### config.mk
export PLATFORM = sky130hd
export DESIGN_NAME = multicycle_controller_flat
export DESIGN_NICKNAME = d
export VERILOG_FILES = /design/src/rtl/multicycle_controller_if.sv /design/src/rtl/multicycle_controller.sv /design/src/flat_wrapper.sv
export SDC_FILE = /design/constraint.sdc
export NUM_CORES = 1
export LEC_CHECK = 0
export CAP_MARGIN = 20
export CORE_ASPECT_RATIO = 1.4
export CORE_MARGIN = 4
export CORE_UTILIZATION = 33
export CTS_CLUSTER_SIZE = 12
export DETAILED_ROUTE_END_ITERATION = 16
export PLACE_DENSITY = 0.64
export SLEW_MARGIN = 40
export SYNTH_ARGS = -nofsm -noshare
export SYNTH_HDL_FRONTEND = slang
export SYNTH_SLANG_ARGS = --single-unit
### constraint.sdc
create_clock -name clk -period 3.9 [get_ports clk]
set_clock_uncertainty 0.15 [all_clocks]
set_input_delay 0.975 -clock clk [delete_from_list [all_inputs] [get_ports clk]]
set_output_delay 0.975 -clock clk [all_outputs]
set_load 0.1 [all_outputs]
### src/rtl/multicycle_controller_if.sv
// multicycle_controller_if: control bundle between the multicycle controller and its datapath.
// Inputs to the controller: opcode (IR[31:26]), mem_ready (memory completes this cycle).
// Outputs: pcwrite, pcwritecond, iord, memread, memwrite, irwrite, regwrite, memtoreg, regdst,
// alusrca, alusrcb[1:0], aluop[1:0], pcsource[1:0], state[3:0], retire, illegal, instr_count[31:0].
interface multicycle_controller_if;
    logic [5:0] opcode;
    logic mem_ready;
    logic pcwrite;
    logic pcwritecond;
    logic iord;
    logic memread;
    logic memwrite;
    logic irwrite;
    logic regwrite;
    logic memtoreg;
    logic regdst;
    logic alusrca;
    logic [1:0] alusrcb;
    logic [1:0] aluop;
    logic [1:0] pcsource;
    logic [3:0] state;
    logic retire;
    logic illegal;
    logic [31:0] instr_count;
    modport master (
        input opcode, mem_ready,
        output pcwrite, pcwritecond, iord, memread, memwrite, irwrite, regwrite, memtoreg, regdst,
        output alusrca, alusrcb, aluop, pcsource, state, retire, illegal, instr_count
    );
    modport slave (
        output opcode, mem_ready,
        input pcwrite, pcwritecond, iord, memread, memwrite, irwrite, regwrite, memtoreg, regdst,
        input alusrca, alusrcb, aluop, pcsource, state, retire, illegal, instr_count
    );
endinterface

### src/rtl/multicycle_controller.sv
// multicycle_controller: multicycle MIPS sequencer driving datapath selects/strobes, with retired-instruction counter.
// Ports: clk, rst (async active-high), bus (multicycle_controller_if.master).
// ADDI_INSTRUCTION_EN: when defined, opcode 001000 runs DECODE -> ADDI_EX -> ADDI_WB; otherwise it is illegal.
module multicycle_controller (
    input logic clk,
    input logic rst,
    multicycle_controller_if.master bus
);
    typedef enum logic [3:0] {
        FETCH = 4'd0, DECODE = 4'd1, MEM_ADDR = 4'd2, MEM_READ = 4'd3, MEM_WB = 4'd4, MEM_WRITE = 4'd5,
        EXECUTE = 4'd6, R_WB = 4'd7, BRANCH = 4'd8, JUMP = 4'd9, ADDI_EX = 4'd10, ADDI_WB = 4'd11
    } state_t;
    localparam logic [5:0] OP_R = 6'b000000, OP_LW = 6'b100011, OP_SW = 6'b101011;
    localparam logic [5:0] OP_BEQ = 6'b000100, OP_J = 6'b000010, OP_ADDI = 6'b001000;
`ifdef ADDI_INSTRUCTION_EN
    localparam bit ADDI_EN = 1'b1;
`else
    localparam bit ADDI_EN = 1'b0;
`endif
    state_t st;
    state_t dec;
    logic [3:0] s;
    // Decoding from an unused encoding while in reset zeroes every strobe and select at once.
    assign s = rst ? 4'hf : st;
    always_comb begin
        dec = bus.opcode == OP_R ? EXECUTE :
              (bus.opcode == OP_LW || bus.opcode == OP_SW) ? MEM_ADDR :
              bus.opcode == OP_BEQ ? BRANCH :
              bus.opcode == OP_J ? JUMP :
              (ADDI_EN && bus.opcode == OP_ADDI) ? ADDI_EX : FETCH;
        bus.state = st;
        bus.memread = s == FETCH || s == MEM_READ;
        bus.irwrite = s == FETCH && bus.mem_ready;
        bus.pcwrite = (s == FETCH && bus.mem_ready) || s == JUMP;
        bus.pcwritecond = s == BRANCH;
        bus.memwrite = s == MEM_WRITE;
        bus.regwrite = s inside {MEM_WB, R_WB, ADDI_WB};
        bus.iord = s inside {MEM_READ, MEM_WRITE};
        bus.memtoreg = s == MEM_WB;
        bus.regdst = s == R_WB;
        bus.alusrca = s inside {MEM_ADDR, EXECUTE, BRANCH, ADDI_EX};
        bus.alusrcb = s == DECODE ? 2'b11 : s inside {MEM_ADDR, ADDI_EX} ? 2'b10 : s == FETCH ? 2'b01 : 2'b00;
        bus.aluop = s == EXECUTE ? 2'b10 : s == BRANCH ? 2'b01 : 2'b00;
        bus.pcsource = s == JUMP ? 2'b10 : s == BRANCH ? 2'b01 : 2'b00;
        bus.retire = s inside {MEM_WB, R_WB, BRANCH, JUMP, ADDI_WB} || (s == MEM_WRITE && bus.mem_ready);
        bus.illegal = s == DECODE && dec == FETCH;
    end
    always_ff @(posedge clk or posedge rst) begin
        if (rst) begin
            st <= FETCH;
            bus.instr_count <= 32'd0;
        end else begin
            if (bus.retire) bus.instr_count <= bus.instr_count + 32'd1;
            case (st)
                FETCH: if (bus.mem_ready) st <= DECODE;
                DECODE: st <= dec;
                MEM_ADDR: st <= bus.opcode == OP_SW ? MEM_WRITE : MEM_READ;
                MEM_READ: if (bus.mem_ready) st <= MEM_WB;
                MEM_WRITE: if (bus.mem_ready) st <= FETCH;
                EXECUTE: st <= R_WB;
`ifdef ADDI_INSTRUCTION_EN
                ADDI_EX: st <= ADDI_WB;
`endif
                default: st <= FETCH;
            endcase
        end
    end
endmodule

### src/flat_wrapper.sv
// flat-port wrapper written by rule: the top's interface ports become plain ports
module multicycle_controller_flat 
  (clk, rst, bus_opcode, bus_mem_ready, bus_pcwrite, bus_pcwritecond, bus_iord, bus_memread, bus_memwrite, bus_irwrite, bus_regwrite, bus_memtoreg, bus_regdst, bus_alusrca, bus_alusrcb, bus_aluop, bus_pcsource, bus_state, bus_retire, bus_illegal, bus_instr_count);
  multicycle_controller_if bus_i ();
  input logic clk;
  input logic rst;
  input wire logic [$bits(bus_i.opcode)-1:0] bus_opcode;
  input wire logic [$bits(bus_i.mem_ready)-1:0] bus_mem_ready;
  output wire logic [$bits(bus_i.pcwrite)-1:0] bus_pcwrite;
  output wire logic [$bits(bus_i.pcwritecond)-1:0] bus_pcwritecond;
  output wire logic [$bits(bus_i.iord)-1:0] bus_iord;
  output wire logic [$bits(bus_i.memread)-1:0] bus_memread;
  output wire logic [$bits(bus_i.memwrite)-1:0] bus_memwrite;
  output wire logic [$bits(bus_i.irwrite)-1:0] bus_irwrite;
  output wire logic [$bits(bus_i.regwrite)-1:0] bus_regwrite;
  output wire logic [$bits(bus_i.memtoreg)-1:0] bus_memtoreg;
  output wire logic [$bits(bus_i.regdst)-1:0] bus_regdst;
  output wire logic [$bits(bus_i.alusrca)-1:0] bus_alusrca;
  output wire logic [$bits(bus_i.alusrcb)-1:0] bus_alusrcb;
  output wire logic [$bits(bus_i.aluop)-1:0] bus_aluop;
  output wire logic [$bits(bus_i.pcsource)-1:0] bus_pcsource;
  output wire logic [$bits(bus_i.state)-1:0] bus_state;
  output wire logic [$bits(bus_i.retire)-1:0] bus_retire;
  output wire logic [$bits(bus_i.illegal)-1:0] bus_illegal;
  output wire logic [$bits(bus_i.instr_count)-1:0] bus_instr_count;
  assign bus_i.opcode = bus_opcode;
  assign bus_i.mem_ready = bus_mem_ready;
  assign bus_pcwrite = bus_i.pcwrite;
  assign bus_pcwritecond = bus_i.pcwritecond;
  assign bus_iord = bus_i.iord;
  assign bus_memread = bus_i.memread;
  assign bus_memwrite = bus_i.memwrite;
  assign bus_irwrite = bus_i.irwrite;
  assign bus_regwrite = bus_i.regwrite;
  assign bus_memtoreg = bus_i.memtoreg;
  assign bus_regdst = bus_i.regdst;
  assign bus_alusrca = bus_i.alusrca;
  assign bus_alusrcb = bus_i.alusrcb;
  assign bus_aluop = bus_i.aluop;
  assign bus_pcsource = bus_i.pcsource;
  assign bus_state = bus_i.state;
  assign bus_retire = bus_i.retire;
  assign bus_illegal = bus_i.illegal;
  assign bus_instr_count = bus_i.instr_count;
  multicycle_controller u_core (.clk(clk), .rst(rst), .bus(bus_i));
endmodule
==> impl_results.md <==
- Final RePlAce weighted congestion: 0.733
- Comb pwr share: 0.527
- Die Y: 101 um
- Synth top area share: 0.446
- Internal: 0.871 mW
- Worst-case reg-to-reg path depth: 5
- Synth Area per Inst: 9.91 um^2
- Switching Power: 0.859 mW
- Reg power frac: 0.289
- CP required: 2.77 ns
- Outcome: finished, final reports clean
- TritonCTS clock tree: built
- Seq/Total Area, Yosys: 0.446
- Worst Path Arrival: 2.48 ns
- WHS Endpoint: u_core.bus.instr_count[31]
- Ys Warns: 0
- Floorplan row count: 33
- Share of cells above drive strength 1: 0.355
- CP Capture Type: primary output
- Mapped Cells: 204
- Clock power share: 0.184
- First-pass GRT wire length: 8600 um
- Final routed DRC violation total: 0
- Fill cells: 545
- RSZ-0062 raised after global routing: false
- Reg2Reg Capture Point: u_core.bus.instr_count[11]
- Most area-consuming cells after synthesis: dfrtp_1 (45%), xnor2_1 (11%), xor2_1 (3.5%), nand3_1 (3.2%), nand2_1 (3.2%)
- Number of synthesized flops with an enable pin: 0
- MaxCap Viol Count: 0
- Storage cell area: 903 um^2
- Min-Delay Path Class: register to register
- Kind of critical path: input port to primary output
- Drt initial violations: 22
- Crit-path max FO: 6
- WL/cell: 14.5 um
- CP Launch Point: rst
- Clk Latency, worst-skew pair: 0.29 ns
- Top Ports: 63
- Yosys cell types: 43
- Vias per cell: 5.09
- Buffers on Ports: 62
- Post-DP HPWL: 3920 um
- Clk sink count: 36
- Final Hold Fails: 0
- Die ar.: 7460 um^2
- Die width: 74.2 um
- Final setup viols: 0
- Routed WL: 4960 um
- Leak: 1.29 nW
- Initial Utilization: 0.342
- Synth Cell Area: 2020 um^2
- Antenna diodes: 0
- Grt ovf: 0
- CTS resizes: 0
- Synth Register Bits: 36
- Setup_tns: 0 ns
- Tot Pwr: 1.73 mW
- IR drop worst, VDD: 0.288 mV
- Synth-to-Final Area Change: 50.0%
- Sw Ratio: 0.496
- Syn Nets: 214
- CTS Buffer Depth: 2
- Core Box Area: 5900 um^2
- Reg2reg start: u_core.bus.state[0]
- Most common cell after layout, fill and taps aside: buf_4
- CTS Hold Bufs: 0
- Multi-input gate area: 1160 um^2
- Worst-path cell chain: clkdlybuf4s50_1, buf_4, or3_1, nor3_2, buf_12
- Slowest cell on crit path: clkdlybuf4s50_1
- Placed insts: 335
- Vias in the first global route: 1770
- Clock buffer count from CTS: 5
- Yosys top cell by area: dfrtp_1
- R2R setup slack: 1.69 ns
- Initial antenna violation count: 0
- CP max stage delay: 0.45 ns
- Achievable Freq: 277 MHz
- H-tree Lvls: 2
- Layout Nets: 282
- GRT Overall Usage: 0.146
- Root Driver: clkbuf_8
- Worst Max-Slew Pin Slew: 0.604 ns
- Slew Limit Fails: 0
- CTS clk-pin slew, worst paths: 0.07 ns
- Routed vias: 1746
- Post-Layout Cell Count: 343
- Worst hold path depth: 1
- Post-synth ARST share: 1.00
- Most frequent cells in the layout: buf_4 (38), dfrtp_1 (34), xnor2_1 (26), buf_12 (18), nand2_1 (17)
- Hold Startpoint: u_core.bus.instr_count[31]
- Pre-antenna DRT Iters: 4
- Tmin final: 3.61 ns
- Postcts setup bufs: 0
- Slew Limit Headroom: 0.597
- ANT nets after route: 0
- CP startpoint kind: input port
- Ys flop type: dfrtp_1
- Largest net degree at the start of global routing: 37
- Period utilization: 0.925
- Cell Pwr Density: 570 nW/um^2
metal layers:
layer	vias to the layer above	GRT usage	share of wire
met1	831	0.182	0.41
met3	9	0.0379	0.066
li1	853	-	-
met5	-	0	0
met2	53	0.245	0.51
met4	0	0.0446	0.016
critical path: cells and delay by family:
family / cells / cell delay, ns
buf+inv: 3 / 0.84
simple gates: 2 / 0.67
worst max-delay path by stage:
stage,slack [ns],depth (start not counted),to
final,0.29,5,bus_illegal
after global placement,0.30,5,bus_illegal
after CTS,0.28,5,bus_illegal
after global routing,0.19,6,bus_retire
after floorplan,-0.35,4,bus_pcwrite
after detailed placement,0.29,5,bus_illegal
sequential cells by signal (all words and copies together) (netlist names):
name / cells
u_core.bus.state: 4
u_core.bus.instr_count: 32
synthesized netlist by cell type, types with 2 or more instances:
cell      count
a211oi_1      2
a31oi_1       2
and3_1        8
and3b_1       3
and4_1        3
and4bb_2      2
clkbuf_1      6
dfrtp_1      36
inv_1         4
nand2_1      17
nand2b_1      3
nand3_1      13
nand4_1       9
nor2_1       14
nor2b_1       2
nor3_1        9
nor3_2        4
nor3b_1       3
nor4_1        5
o21ai_0       3
or3_1         2
xnor2_1      26
xor2_1        8
cell type report:
| cell class | instances | area share |
|---|---|---|
| Multi-Input combinational cell | 155 | 0.382 |
| Tap cell | 70 | 0.0289 |
| Sequential cell | 36 | 0.298 |
| Clock buffer | 6 | 0.0239 |
| Clock inverter | 2 | 0.0116 |
| Timing Repair Buffer | 69 | 0.248 |
| Inverter | 5 | 0.00784 |
per-stage QoR:
stage                     utilization  setup WS, ns  hold WS (ns)  instance area [um^2]
after floorplan                     -        -0.349         0.830                  2140
after global placement          0.500         0.301         0.318                  2950
after detailed placement        0.495         0.287         0.325                  2930
after CTS                       0.514         0.282         0.335                  3030
after global routing            0.514         0.187         0.352                  3030
final                           0.514         0.292         0.326                  3030
power groups by stage:
| stage | sequential [mW] | clock [mW] | combinational [mW] |
|---|---|---|---|
| 2_1_floorplan | 0.677 | 0 | 0.488 |
| 4_1_cts | 0.500 | 0.326 | 0.921 |
| 3_5_place_dp | 0.507 | 0 | 0.920 |
| 3_3_place_gp | 0.506 | 0 | 0.919 |
| 6_report | 0.500 | 0.318 | 0.912 |
| 5_1_grt | 0.510 | 0.344 | 0.959 |
cell families after synthesis:
kind of cell | synth area share
AO/OA/AOI/OAI | 0.0495
XOR/XNOR | 0.147
adder cells (fa/ha/maj) | 0.00619
buffers and inverters | 0.0272
flip-flops | 0.446
multiplexers | 0.00495
AND/OR/NAND/NOR | 0.319
No activity file was read; power rests on OpenSTA's default activity.
